**config.mk**
```make
export PLATFORM = sky130hd
export DESIGN_NAME = hex_display_ctrl
export DESIGN_NICKNAME = d
export VERILOG_FILES = /design/src/rtl/hex_display_ctrl.sv
export SDC_FILE = /design/constraint.sdc
export NUM_CORES = 1
export LEC_CHECK = 0
export BUFFER_PORTS_ARGS = -buffer_cell sky130_fd_sc_hd__clkbuf_2
export CAP_MARGIN = 20
export CORE_MARGIN = 4
export CORE_UTILIZATION = 55
export CTS_CLUSTER_SIZE = 12
export DETAILED_ROUTE_END_ITERATION = 10
export GPL_ROUTABILITY_DRIVEN = 0
export PLACE_DENSITY_LB_ADDON = 0.1
export SETUP_SLACK_MARGIN = 0.05
export SYNTH_ARGS = -nofsm -noshare
export SYNTH_HDL_FRONTEND = slang
export SYNTH_SLANG_ARGS = --single-unit
```
**constraint.sdc**
```tcl
create_clock -name clk -period 11.3 [get_ports clk]
set_input_delay 2.26 -clock clk [delete_from_list [all_inputs] [get_ports clk]]
set_output_delay 2.26 -clock clk [all_outputs]
set_load 0.02 [all_outputs]
```
**src/rtl/hex_display_ctrl.sv**
```systemverilog
// ---------------------------------------------------------------------------
// hex_display_ctrl
//
// Multi-digit seven-segment controller for common-anode HEX displays. A value
// captured on a load strobe is shown as hex glyphs. Three display modes are
// available: static, a scrolling window for values wider than the display, and
// blink. Leading-zero blanking is optional. The segment outputs are always
// registered.
//
// Ports:
//   clk          system clock, rising edge
//   rst          synchronous active-high reset
//   load         single-cycle strobe that captures data_in
//   data_in      value to display (DATA_W bits, NIB = DATA_W/4 nibbles)
//   mode         00 static, 01 scroll, 10 blink, 11 treated as static
//   lz_blank     blank leading-zero digits (static/blink only)
//   enable       0 blanks every digit and freezes the counters
//   segments_out digit i at [7i+6:7i], gfedcba, active-low
// ---------------------------------------------------------------------------
module hex_display_ctrl #(
    parameter int NUM_DIGITS = 6,
    parameter int DATA_W     = 32,
    parameter int SCROLL_DIV = 12_500_000,
    parameter int BLINK_DIV  = 25_000_000
) (
    input  logic                    clk,
    input  logic                    rst,
    input  logic                    load,
    input  logic [DATA_W-1:0]       data_in,
    input  logic [1:0]              mode,
    input  logic                    lz_blank,
    input  logic                    enable,
    output logic [NUM_DIGITS*7-1:0] segments_out
);

    localparam int NIB   = DATA_W / 4;
    localparam int OFF_W = (NIB > 1) ? $clog2(NIB) : 1;
    localparam int SC_W  = $clog2(SCROLL_DIV);
    localparam int BC_W  = $clog2(BLINK_DIV);

    localparam logic [1:0] MODE_SCROLL = 2'b01;
    localparam logic [1:0] MODE_BLINK  = 2'b10;

    logic [DATA_W-1:0]       held;
    logic [1:0]              prev_mode;
    logic [OFF_W-1:0]        offset;
    logic [SC_W-1:0]         scroll_cnt;
    logic [BC_W-1:0]         blink_cnt;
    logic                    phase_on;
    logic                    scroll_tick;
    logic                    blink_tick;
    logic                    restart;
    logic [NUM_DIGITS*7-1:0] next_segments;
    int                      top_digit;
    int                      src;
    logic [3:0]              nib_val;
    logic                    nib_hit;
    logic                    show;

    function automatic logic [6:0] glyph(input logic [3:0] v);
        case (v)
            4'h0:    glyph = 7'b1000000;
            4'h1:    glyph = 7'b1111001;
            4'h2:    glyph = 7'b0100100;
            4'h3:    glyph = 7'b0110000;
            4'h4:    glyph = 7'b0011001;
            4'h5:    glyph = 7'b0010010;
            4'h6:    glyph = 7'b0000010;
            4'h7:    glyph = 7'b1111000;
            4'h8:    glyph = 7'b0000000;
            4'h9:    glyph = 7'b0010000;
            4'hA:    glyph = 7'b0001000;
            4'hB:    glyph = 7'b0000011;
            4'hC:    glyph = 7'b1000110;
            4'hD:    glyph = 7'b0100001;
            4'hE:    glyph = 7'b0000110;
            default: glyph = 7'b0001110;
        endcase
    endfunction

    assign scroll_tick = (scroll_cnt == SC_W'(SCROLL_DIV - 1));
    assign blink_tick  = (blink_cnt == BC_W'(BLINK_DIV - 1));
    // A load or any change of mode restarts the window, phase and both dividers.
    assign restart     = load || (mode != prev_mode);

    // Held value, scroll/blink timing state and the registered segment outputs.
    // Restart takes precedence over ticks, so a load on a tick edge never
    // advances the offset or toggles the phase.
    always_ff @(posedge clk) begin
        if (rst) begin
            held         <= '0;
            prev_mode    <= mode;
            offset       <= '0;
            scroll_cnt   <= '0;
            blink_cnt    <= '0;
            phase_on     <= 1'b1;
            segments_out <= '1;
        end else begin
            prev_mode    <= mode;
            segments_out <= next_segments;
            if (load) begin
                held <= data_in;
            end
            if (restart) begin
                offset     <= '0;
                scroll_cnt <= '0;
                blink_cnt  <= '0;
                phase_on   <= 1'b1;
            end else if (enable) begin
                if (mode == MODE_SCROLL) begin
                    if (scroll_tick) begin
                        scroll_cnt <= '0;
                        offset     <= (offset == OFF_W'(NIB - 1)) ? '0 : offset + OFF_W'(1);
                    end else begin
                        scroll_cnt <= scroll_cnt + SC_W'(1);
                    end
                end else if (mode == MODE_BLINK) begin
                    if (blink_tick) begin
                        blink_cnt <= '0;
                        phase_on  <= ~phase_on;
                    end else begin
                        blink_cnt <= blink_cnt + BC_W'(1);
                    end
                end
            end
        end
    end

    // Next segment pattern. Each digit picks a source nibble (rotated by the
    // offset only when scrolling a value wider than the display); a digit whose
    // source lies beyond the value is blank. Leading-zero blanking keeps digit 0
    // and everything up to the highest nonzero displayed nibble.
    always_comb begin
        next_segments = '1;
        top_digit     = 0;
        src           = 0;
        nib_val       = 4'h0;
        nib_hit       = 1'b0;
        show          = 1'b0;
        for (int n = 0; n < NIB; n++) begin
            if (n < NUM_DIGITS && held[n*4 +: 4] != 4'h0) begin
                top_digit = n;
            end
        end
        for (int i = 0; i < NUM_DIGITS; i++) begin
            src = i;
            if (mode == MODE_SCROLL && NIB > NUM_DIGITS) begin
                src = i + int'(offset);
                if (src >= NIB) begin
                    src = src - NIB;
                end
            end
            nib_val = 4'h0;
            nib_hit = 1'b0;
            for (int n = 0; n < NIB; n++) begin
                if (n == src) begin
                    nib_val = held[n*4 +: 4];
                    nib_hit = 1'b1;
                end
            end
            show = enable && nib_hit;
            if (mode == MODE_BLINK && !phase_on) begin
                show = 1'b0;
            end
            if (lz_blank && mode != MODE_SCROLL && i > top_digit) begin
                show = 1'b0;
            end
            if (show) begin
                next_segments[i*7 +: 7] = glyph(nib_val);
            end
        end
    end

endmodule

```
# Yosys cells after proc, flatten, opt, wreduce, memory -nomap -nowiden
# Memory sizes are Yosys's and may differ from the RTL's. A register that Yosys moved wholly into a read port is not among the register bits.
# Index checks and enable logic that the tools add are counted.
[word_totals]
register_bits = 87
romBits = 672
in_bits = 39
memories = 6
[op_classes]
add_sub_neg = 14
magnitude_cmp = 12
eq_ne = 49
n_mux = 128
bitwise = 8
n_reduce_logical = 38
[memory_table]
columns = ["memory", "words", "width", "read_ports", "rd_ports_with_merged_regs", "wr", "line_no", "source"]
rows = [
  ["(name not given)", 16, 7, 1, 1, 0, "61", "case (v)"],
  ["(name not given)", 16, 7, 1, 1, 0, "61", ""],
  ["(name not given)", 16, 7, 1, 1, 0, "61", ""],
  ["(name not given)", 16, 7, 1, 1, 0, "61", ""],
  ["(name not given)", 16, 7, 1, 1, 0, "61", ""],
  ["(name not given)", 16, 7, 1, 1, 0, "61", ""],
]
[op_table]
columns = ["operator", "count"]
rows = [
  ["$eq 4x32->1 const A", 24],
  ["$mux 32", 16],
  ["$eq 3x32->1 const A", 12],
  ["$eq 2x32->1 const A", 6],
  ["$logic_not 32->1", 6],
  ["$mux 4", 48],
  ["$gt 3x32->1 const A", 2],
  ["$gt 4x32->1 const A", 2],
  ["$mux 1", 61],
  ["$gt 1x32->1 const A", 1],
  ["$gt 2x32->1 const A", 1],
  ["$add 25x1->25 const B", 1],
  ["$eq 25x25->1 const B", 1],
  ["$mux 25", 1],
  ["$sub 4x4->5 const B", 5],
  ["$add 24x1->24 const B", 1],
  ["$eq 24x24->1 const B", 1],
  ["$mux 24", 1],
  ["$ge 4x4->1 const B", 5],
  ["$reduce_bool 4->1", 5],
  ["$logic_and 1x1->1", 14],
  ["$reduce_or 2->1", 7],
  ["$add 2x3->4 const A", 2],
  ["$add 3x3->4 const A", 2],
  ["16 further kinds", 24],
]

# Longest topological paths before layout
# Gate-level depths: netlist (run 1).
[logic_depth]
ltp_word = 18
depth_mapped = 19
mapped_depth_nobuf = 15

# Worst setup path before layout (run 1)
# OpenSTA, ideal clock, no wires.
[synth_timing]
path_type = "in2reg"
start = "in mode[1]"
end = "reg segments_out[28]"
setup_time_ns = 0.144
arrival_ns = 4.311
required_ns = 11.156
slack_ns = 6.845
stages = 7
path_cell_list = "nand3b_2 o41ai_1 inv_1 ha_1 or3b_1 o221ai_1 nand2_1"
[synth_via]
elab_chain_cells = 16
elab_cells_between_ends = 36
cone_classes = "eq/ne: 10; mux: 19; bitwise: 1; reduce/logical: 6"
[synth_rtl]
columns = ["item", "line_no", "source"]
rows = [
  ["from (decl)", "30", "input logic [1:0] mode,"],
  ["$eq 2x1->1", "147", "if (mode == MODE_SCROLL && NIB > NUM_DIGITS) begin"],
  ["$mux 32", "147", ""],
  ["$logic_not 32->1", "156", "if (n == src) begin"],
  ["$mux 1 (8 in a row)", "156", ""],
  ["$logic_and 1x1->1", "161", "show = enable && nib_hit;"],
  ["$mux 1", "162", "if (mode == MODE_BLINK && !phase_on) begin"],
  ["$mux 1", "165", "if (lz_blank && mode != MODE_SCROLL && i > top_digit) begin"],
  ["$not 1->1 (no source line)", "--", ""],
  ["$reduce_or 2->1 (no source line)", "--", ""],
  ["to (decl)", "33", "output logic [NUM_DIGITS*7-1:0] segments_out"],
]
# Several ways; a longest one is shown, not always the timed one.
# A chain may end at the register's enable or synchronous reset.

# Worst setup path in the final report (run 1)
[layout_timing]
start = "in mode[0]"
end = "reg segments_out[31]"
# The elaborated chain is that of the path after synthesis.

==> results of run 1 <==
## worst reg2reg max path: cells and delay by family, from the launching register on
kind / cells / cell delay, ns
buffers and inverters: 4 / 1.83
adders and majority gates: 2 / 1.00
AOI/OAI and AO/OA: 4 / 1.15
muxes: 1 / 0.29
and+or+nand+nor: 1 / 0.07
DFF: 1 / 0.31
## per-layer routing
layer	share of wire [%]	routed length, um
met5	0	0
met4	4.0	940
met3	10	2380
met2	43	10100
met1	43	10100
## kinds of logic after synthesis
group,Yosys count
muxes,77
adders and majority gates,46
xor gates and xnor gates,49
and+or+nand+nor,395
AOI/OAI and AO/OA,226
DFF,129
buffers and inverters,115
## stage by stage
stage	std cells	power, uW	worst slack [ns]	cell area, um2
after global routing	1299	1280	6.18	9600
final	1299	1230	6.46	9600
after floorplan	1037	599	6.85	8600
after CTS	1298	1240	6.54	9600
after global placement	1266	644	6.11	8960
after detailed placement	1266	645	6.09	8960
## flip-flops by register name, summed over array words and instances, names as in the netlist
name          flops
scroll_cnt       24
blink_cnt        25
segments_out     42
offset            3
prev_mode         2
phase_on          1
held             32
## layout by cell type (no fill, tap or decap), types with 16 or more instances in the layout
cell type  count
nor3_1        22
clkbuf_16     17
nand3_1       35
o211ai_1      16
ha_1          46
o21ai_0       20
xor2_1        28
clkbuf_2      80
dfxtp_1      128
a21oi_1       53
nand2b_1      23
inv_1         42
mux2i_1       62
nand2_1       82
xnor2_1       21
nor2_1       121
## power by group through the flow
stage	logic, uW	registers [uW]	clock network (uW)
detailed placement	139	506	0
finish	142	499	591
global route	156	499	624
global placement	138	506	0
CTS	140	496	602
floorplan	93.5	505	0
## worst max path at each step
stage / startpoint / endpoint / slack, ns / cells past startpoint
global route: mode[0] / segments_out[28] / 6.18 / 9
global placement: mode[0] / segments_out[31] / 6.11 / 9
detailed placement: mode[0] / segments_out[31] / 6.09 / 9
CTS: mode[0] / segments_out[31] / 6.54 / 9
floorplan: mode[1] / segments_out[28] / 6.85 / 7
finish: mode[0] / segments_out[31] / 6.46 / 9
## cell type report
| class | instances | area [um2] | share of cell area (%) |
|---|---|---|---|
| multi-input cells | 793 | 5480 | 57.1 |
| clock inverters | 11 | 176 | 1.84 |
| well taps | 211 | 264 | 2.75 |
| inverters | 45 | 169 | 1.76 |
| flip-flops and latches | 129 | 2580 | 26.9 |
| clock buffers | 21 | 460 | 4.79 |
| repair buffers | 89 | 468 | 4.87 |
==> results.tsv, run 1 <==
metric	value	unit
status	finished clean	
Final min period	4.84	ns
Worst Setup Path Type	in -> reg	
Final Cycle Share	42.8	%
Sum Neg Setup Slack	0	ns
cells after synthesis	1037	
met2 Use GR	39.3	%
Worst setup EP type	register	
yosys warns	0	
RSZ-0062 raised after global routing	no	
async set-reset flop share out of synthesis	0	%
Crit Reg-Reg Endpoint	segments_out[13]	
largest net degree at the start of global routing	97	
Most used DFF post-synth	dfxtp_1	
overall die area	17700	um2
met1 Usage GRT	35.9	%
Leakage Power	0.00366	uW
Synth Area per Inst	8.29	um2
final wirelength	23600	um
CP peak stage delay	0.70	ns
CTS tree	built	
Pint	912	uW
final core utilization	62.9	%
grt peak-use layer	met2	
routing usage on met3	6.27	%
HP Start	blink_cnt[1]	
largest cells by area after synthesis	dfxtp_1, mux2i_1, ha_1, nor2_1, nand2_1	
Compound-Gate Fraction of Synth Area	18.7	%
worst clock skew	0.00882	ns
routed via count	7982	
Synth Cell Area	8600	um2
die width	133	um
# Max-Cap Violations	0	
Die Y	133	um
drt drc	0	
# hold bufs at CTS	0	
core box area	15300	um2
hold_ws	0.479	ns
clock root cell	clkbuf_16	
power density over the cells	128	nW/um2
Clock power frac	48.0	%
post-synthesis xor/xnor area fraction	4.99	%
Seq/Total Area, Yosys	30.0	%
Synth cell types	88	
routed len/inst	18.2	um
worst vdd ir	115	uV
Starting DRT DRC Count	787	
Remaining Overflow, GRT	0	
CP delay by family, top	simple AND/OR/NAND/NOR gates	
share of post-route cells with drive strength above 1	14.4	%
cts bufs inserted	17	
crit-path max FO	25	
Antenna Nets Post-Route	0	
Synth area leader	dfxtp_1	
drt first pass iters	5	
clock network latency to the later pin of the worst-skew pair	0.43	ns
Antenna diodes	0	
Hold Vio Cnt, Final	0	
Tot GR Track Use	26.2	%
Ports	81	
Sw Ratio	26.0	%
largest family of logic cells by synthesized area	simple AND/OR/NAND/NOR gates	
Setup Buffers After CTS	0	
initial antenna violation count	0	
Post-Synth Adder-Cell Area	6.69	%
Max H-tree Level	4	
slowest CP cell	nor3_2	
worst hold stages	2	
synth-to-layout area growth	11.7	%
first-pass GRT wire length	38000	um
Register-to-Register Path Depth	12	
clock buffer depth	2	
Hold Path Sink	blink_cnt[1]	
Vias/cell	6.14	
CTS clk-pin slew, worst paths	0.06	ns
Slew headroom	27.4	%
flop-to-flop setup slack	6.48	ns
worst min path class	reg -> reg	
Layout Nets	1160	
Post-Syn Nets	1122	
f_max	207	MHz
setup violators final	0	
Worst-Margin Slew	1.09	ns
site row count	45	
Critical Path RT	11.58	ns
post_cts resized	0	
FF+latch count, synth	129	
most frequent cell after synthesis	dfxtp_1	
max-slew violations	0	
Comb pwr share	11.5	%
Commonest cells post-synth	dfxtp_1, nor2_1, nand2_1, mux2i_1, a21oi_1	
Starting Density	56.3	%
I/O Buffers	80	
WP buf/inv	2	
multiplexer area fraction after synthesis	9.84	%
fill count	1334	
Startpoint Class	primary input	
Post-DP HPWL	16000	um
crit path cell chain	clkbuf_2 > nor2b_2 > buf_4 > o41ai_1 > a22o_1 > nor3_2 > mux2i_1 > mux2_2 > nand2_1	
Sequential Power Share	40.5	%
number of flops mapped to enable cells by yosys	0	
reg2reg start	offset[0]	
Clock Sinks	129	
Post-Synth Simple-Gate Area	23.5	%
top cell type's share of synthesized area	30.0	%
CP arrival	5.12	ns
Sw Pwr	320	uW
vias in the first global route	7360	
Power figures use the tool's default switching activity.
==> run 2: changes to the inputs <==
--- a/config.mk
+++ b/config.mk
@@ -5,6 +5,7 @@
 export SDC_FILE = /design/constraint.sdc
 export NUM_CORES = 1
 export LEC_CHECK = 0
+export ABC_AREA = 1
 export BUFFER_PORTS_ARGS = -buffer_cell sky130_fd_sc_hd__clkbuf_2
 export CAP_MARGIN = 20
 export CORE_MARGIN = 4
==> constraint.sdc (replaced) <==
create_clock -name clk -period 4.2 [get_ports clk]
set_input_delay 0.84 -clock clk [delete_from_list [all_inputs] [get_ports clk]]
set_output_delay 0.84 -clock clk [all_outputs]
set_load 0.02 [all_outputs]
==> run 2 against run 1 <==
Final area rose by 2.8%. Worst setup slack got worse by 5.8 ns. Clock power rose to 2.6 times the previous value. Clock skew barely moved. Synthesized cell count rose by 30%. Power rose to 2.7 times the previous value. Non-clock buffer count fell by 6. Global-route usage rose by 1.1 points. Register-to-register slack got worse by 5.8 ns. Critical path type is now reg -> reg. Largest cell class unchanged.
==> results.tsv, run 2 <==
metric	value	unit
routed via count	9165	
clock root cell	clkbuf_16	
core box area	15300	um2
yosys warns	0	
Vias/cell	5.55	
Pint	2390	uW
Max H-tree Level	4	
Hold Path Sink	blink_cnt[20]	
Final Cycle Share	84.9	%
Tot GR Track Use	27.3	%
Setup Buffers After CTS	0	
critical path's most frequent cell	inv_1	
Antenna diodes	0	
final core utilization	64.4	%
slowest CP cell	dfxtp_1	
setup violators final	0	
Register-to-Register Path Depth	20	
Synth Cell Area	8680	um2
largest net degree at the start of global routing	59	
crit-path max FO	10	
Post-Syn Nets	1431	
drt drc	0	
Starting DRT DRC Count	825	
# Max-Cap Violations	0	
async set-reset flop share out of synthesis	0	%
Startpoint Class	register	
fill count	1431	
Worst Setup Path Type	reg -> reg	
reg2reg start	offset[1]	
HP Start	blink_cnt[20]	
status	finished clean	
Worst setup EP type	register	
DP Area	9250	um2
CTS clk-pin slew, worst paths	0.06	ns
Hold Vio Cnt, Final	0	
flop-to-flop setup slack	0.63	ns
CTS tree	built	
worst clock skew	0.00874	ns
post_cts resized	0	
most common cell after layout, fill and taps aside	nand2_1	
worst vdd ir	280	uV
power density over the cells	333	nW/um2
Setup WS post-layout	0.634	ns
Crit Reg-Reg Endpoint	segments_out[24]	
Commonest cells post-synth	nand2_1, inv_1, nor2_1, nand3_1, dfxtp_1	
Sw Ratio	27.1	%
synth-to-layout area growth	13.7	%
Synth Area per Inst	6.45	um2
Worst-Margin Slew	0.764	ns
Largest register FFs	42	
drt first pass iters	6	
largest cells by area after synthesis	dfxtp_1, nand2_1, inv_1, nand3_1, ha_1	
Comb pwr share	12.2	%
Ports	81	
Clock power frac	47.3	%
Seq/Total Area, Yosys	29.7	%
Antenna Nets Post-Route	0	
share of post-route cells with drive strength above 1	13.5	%
Sum Neg Setup Slack	0	ns
CP arrival	3.87	ns
Sw Pwr	892	uW
I/O Buffers	80	
crit path cell chain	inv_1 > ha_1 > a21oi_1 > inv_1 > ha_1 > nand3_1 > nand2_1 > nand2_1 > inv_1 > nand2_1 > o211ai_1 > a21oi_1 > nand4_1 > nor2_1 > inv_1 > ha_1 > inv_1 > nand3_1 > nand3_1 > nand3_1	
CP peak stage delay	0.58	ns
worst slack at placement	0.744	ns
vias in the first global route	8255	
routed len/inst	14.9	um
Clock Sinks	129	
die width	134	um
Post-DP HPWL	18400	um
final wirelength	24600	um
first-pass GRT wire length	40100	um
f_max	280	MHz
worst min path class	reg -> reg	
Most used DFF post-synth	dfxtp_1	
Largest regs	segments_out: 42 flops, held: 32 flops, blink_cnt: 25 flops	
RSZ-0062 raised after global routing	no	
worst hold stages	1	
Synth cell types	52	
Synth area leader	dfxtp_1	
clock network latency to the later pin of the worst-skew pair	0.43	ns
site row count	45	
most frequent cell after synthesis	nand2_1	
Leakage Power	0.00429	uW
Final min period	3.57	ns
Slew headroom	48.8	%
Remaining Overflow, GRT	0	
Layout Nets	1511	
# hold bufs at CTS	0	
top cell type's share of synthesized area	29.7	%
Critical Path RT	4.50	ns
clock buffer depth	2	
Sequential Power Share	40.5	%
max-slew violations	0	
cell area after layout	9870	um2
Largest Register	segments_out	
Die Y	134	um
number of flops mapped to enable cells by yosys	0	
cells after synthesis	1346	
FF+latch count, synth	129	
cts bufs inserted	17	
overall die area	17900	um2
commonest non-fill, non-tap cells in the layout	nand2_1, inv_1, nor2_1	
Starting Density	56.7	%
initial antenna violation count	0	
==> run 2: cell count changes in the layout (fill, tap and decap cells not counted), sizes merged, moves of 14 or more <==
| cell | delta |
|---|---|
| nand2b | -23 |
| mux2i | -62 |
| nor3 | +14 |
| xnor2 | -20 |
| inv | +147 |
| nand2 | +260 |
| xor2 | -23 |
| o21ai | +51 |
| nand3 | +108 |
| a21oi | +27 |
| nor2 | +38 |
| nand4 | +30 |
==> run 2: layer usage <==
layer | GRT usage (%) | wire length (um)
met2 | 41.8 | 10400
met3 | 6.04 | 2400
met1 | 37.6 | 10900
met4 | 10.9 | 852
met5 | 0 | 0
==> run 2: critical path, delay by kind of cell, from the launching register on <==
family,cells,cell delay (ns)
compound gates,3,0.53
buf+inv,5,0.47
flops,1,0.58
fa+ha+maj,3,0.77
simple gates,9,1.10
==> run 2: how the worst max path moves through the flow <==
stage,from,end,slack [ns],cells past startpoint
after floorplan,offset[1],segments_out[24],1.29,20
after global placement,offset[1],segments_out[24],0.80,20
after detailed placement,offset[1],segments_out[24],0.74,20
after CTS,offset[1],segments_out[24],0.72,20
after global routing,offset[1],segments_out[24],0.31,20
final,offset[1],segments_out[24],0.63,20
==> run 2: kinds of logic after synthesis <==
logic type / Yosys count / synth area share [%]
simple gates: 745 / 39.7
flops: 129 / 29.7
fa+ha+maj: 46 / 6.63
buf+inv: 215 / 9.74
xor+xnor: 6 / 0.605
compound gates: 205 / 13.5
==> run 2: layout make-up <==
cell class,instances,area (um2),share of cell area [%]
clock inverters,13,185,1.88
well taps,211,264,2.67
repair buffers,83,423,4.28
clock buffers,19,433,4.39
flip-flops and latches,129,2580,26.2
inverters,193,729,7.39
multi-input cells,1002,5250,53.2
==> run 2: metrics by stage <==
stage / hold slack [ns] / total power (uW) / cells
CTS: 0.482 / 3300 / 1650
finish: 0.482 / 3290 / 1650
global placement: 0.460 / 1740 / 1618
floorplan: 0.443 / 1610 / 1346
global route: 0.511 / 3410 / 1650
detailed placement: 0.471 / 1750 / 1618
==> run 2: power groups by stage <==
stage	sequential, uW	clock, uW	combinational (uW)
final	1330	1560	400
after global routing	1330	1630	446
after CTS	1330	1570	396
after detailed placement	1350	0	392
after global placement	1350	0	389
after floorplan	1360	0	245
==> run 3: changes to the inputs <==
--- a/config.mk
+++ b/config.mk
@@ -5,7 +5,7 @@
 export SDC_FILE = /design/constraint.sdc
 export NUM_CORES = 1
 export LEC_CHECK = 0
-export ABC_AREA = 1
+export ABC_AREA = 0
 export BUFFER_PORTS_ARGS = -buffer_cell sky130_fd_sc_hd__clkbuf_2
 export CAP_MARGIN = 20
 export CORE_MARGIN = 4
==> constraint.sdc (replaced) <==
create_clock -name clk -period 3 [get_ports clk]
set_input_delay 0.6 -clock clk [delete_from_list [all_inputs] [get_ports clk]]
set_output_delay 0.6 -clock clk [all_outputs]
set_load 0.02 [all_outputs]
==> run 3 against run 2 <==
Clock power is 38% higher. Clock-buffer cell count shrank 1. Sequential share of layout area decreased by 2.2 points. Sequential cell count unchanged. Non-clock buffer count up 94. Sequential power grew 39%. Worst setup slack worse by 0.60 ns. Largest cell class unchanged. Critical path depth fell by 8. Via count decreased by 8.5%. Clock skew up 0.0054 ns.
==> results.tsv, run 3 (synthesis results as in run 1) <==
metric	value	unit
# hold bufs at CTS	0	
Tot GR Track Use	27.4	%
crit-path max FO	6	
CP peak stage delay	0.54	ns
Starting Density	56.3	%
drt drc	0	
flop-to-flop setup slack	0.03	ns
die width	133	um
Largest Register	segments_out	
Leakage Power	0.00416	uW
clock root cell	clkbuf_16	
# Max-Cap Violations	0	
Layout Nets	1248	
worst hold stages	3	
Final min period	2.97	ns
CP delay by family, top	compound AO/OA/AOI/OAI gates	
first-pass GRT wire length	39500	um
core box area	15300	um2
Sum Neg Setup Slack	0	ns
Starting DRT DRC Count	816	
Critical Path RT	3.32	ns
status	finished clean	
worst vdd ir	449	uV
I/O Buffers	80	
clock buffer depth	2	
Worst Setup Path Type	reg -> reg	
overall die area	17700	um2
vias in the first global route	7603	
Post-DP HPWL	17600	um
f_max	337	MHz
Register-to-Register Path Depth	12	
Antenna diodes	0	
setup violators final	0	
RSZ-0062 raised after global routing	yes	
Crit Reg-Reg Endpoint	segments_out[25]	
Die Y	133	um
most common cell after layout, fill and taps aside	dfxtp_1	
final wirelength	25200	um
site row count	45	
Max H-tree Level	4	
Vias/cell	6.05	
worst clock skew	0.0141	ns
initial antenna violation count	0	
Ports	81	
WP buf/inv	2	
routed via count	8389	
Startpoint Class	register	
HP Start	data_in[16]	
max-slew violations	0	
slowest CP cell	o41a_1	
Antenna Nets Post-Route	0	
synth-to-layout area growth	25.6	%
cts bufs inserted	17	
largest net degree at the start of global routing	49	
Hold Vio Cnt, Final	0	
drt first pass iters	5	
Worst-Margin Slew	0.997	ns
Clock Sinks	129	
reg2reg start	offset[2]	
Final Cycle Share	98.9	%
critical path's most frequent cell	ha_4	
worst min path class	in -> reg	
Largest regs	segments_out: 42 flops, held: 32 flops, blink_cnt: 25 flops	
CTS clk-pin slew, worst paths	0.06	ns
Remaining Overflow, GRT	0	
routed len/inst	18.2	um
Slew headroom	33.2	%
Largest register FFs	42	
Worst setup EP type	register	
final core utilization	70.8	%
Hold Path Sink	held[16]	
clock network latency to the later pin of the worst-skew pair	0.43	ns
crit path cell chain	buf_8 > ha_4 > a21oi_4 > inv_2 > ha_4 > nor3b_4 > a31oi_1 > a21boi_2 > o41a_1 > nor2_4 > mux2i_1 > a221o_1	
CP arrival	3.28	ns
CTS tree	built	
share of post-route cells with drive strength above 1	26.8	%
commonest non-fill, non-tap cells in the layout	dfxtp_1, nor2_1, buf_4	
power density over the cells	432	nW/um2
## run 3: cell count changes in the layout (fill, tap and decap cells not counted), sizes merged, moves of 27 or more
| cell | delta |
|---|---|
| a21oi | -27 |
| buf | +94 |
| inv | -142 |
| mux2i | +62 |
| nand2 | -260 |
| nand3 | -108 |
| nand4 | -30 |
| nor2 | -38 |
| o21ai | -51 |
## run 3: how the worst max path moves through the flow
| stage | startpoint | endpoint | slack [ns] | depth (start not counted) |
|---|---|---|---|---|
| 2_1_floorplan | offset[0] | segments_out[12] | -0.21 | 19 |
| 3_3_place_gp | offset[1] | segments_out[13] | 0.04 | 14 |
| 3_5_place_dp | offset[1] | segments_out[13] | -0.03 | 14 |
| 4_1_cts | offset[1] | segments_out[17] | 0.05 | 12 |
| 5_1_grt | offset[2] | segments_out[25] | -0.11 | 12 |
| 6_report | offset[2] | segments_out[25] | 0.03 | 12 |
## run 3: cell type report
type	instances	area, um2
clock buffer	18	450
clock inverter	14	166
fill	1230	4460
inverter	45	178
multi-input combinational	793	5920
sequential	129	2590
tap	211	264
timing repair buffer	177	1220
## run 3: per-layer routing
| metal | vias to the layer above | GRT usage [%] | wire (um) | part of all wire (%) |
|---|---|---|---|---|
| li1 | 4014 | - | - | - |
| met1 | 3838 | 37.3 | 10900 | 43 |
| met2 | 425 | 41.1 | 10700 | 43 |
| met3 | 112 | 6.92 | 2280 | 9.0 |
| met4 | 0 | 12.0 | 1300 | 5.1 |
| met5 | - | 0 | 0 | 0 |
## run 3: repair_timing
action | in CTS | in global routing
setup endpoints to repair | 9 | 34
gates resized for setup | 5 | 63
setup buffers | 1 | 11
hold endpoints to repair | 0 | 0
pin swaps | 1 | 19
gates cloned | 0 | 0
## run 3: worst reg2reg max path, cell delays in order (launching register included)
cell      delay, ns
dfxtp_4        0.36
buf_8          0.14
ha_4           0.16
a21oi_4        0.16
inv_2          0.07
ha_4           0.27
nor3b_4        0.28
a31oi_1        0.13
a21boi_2       0.17
o41a_1         0.54
nor2_4         0.16
mux2i_1        0.09
a221o_1        0.33
## run 3: metrics by stage
stage	instance area (um2)	std cells	total power, uW	setup WS, ns	hold slack (ns)
after floorplan	8800	1037	2270	-0.210	0.453
after global placement	9730	1343	2490	0.0430	0.468
after detailed placement	9730	1343	2500	-0.0350	0.473
after CTS	10400	1376	4660	0.0472	0.397
after global routing	10800	1387	4850	-0.110	0.399
final	10800	1387	4670	0.0341	0.407
## run 3: power breakdown
group	internal (uW)	total (uW)	switching [uW]
clock network	1300	2160	862
logic	276	651	375
registers	1780	1850	74.8
total	3350	4670	1310
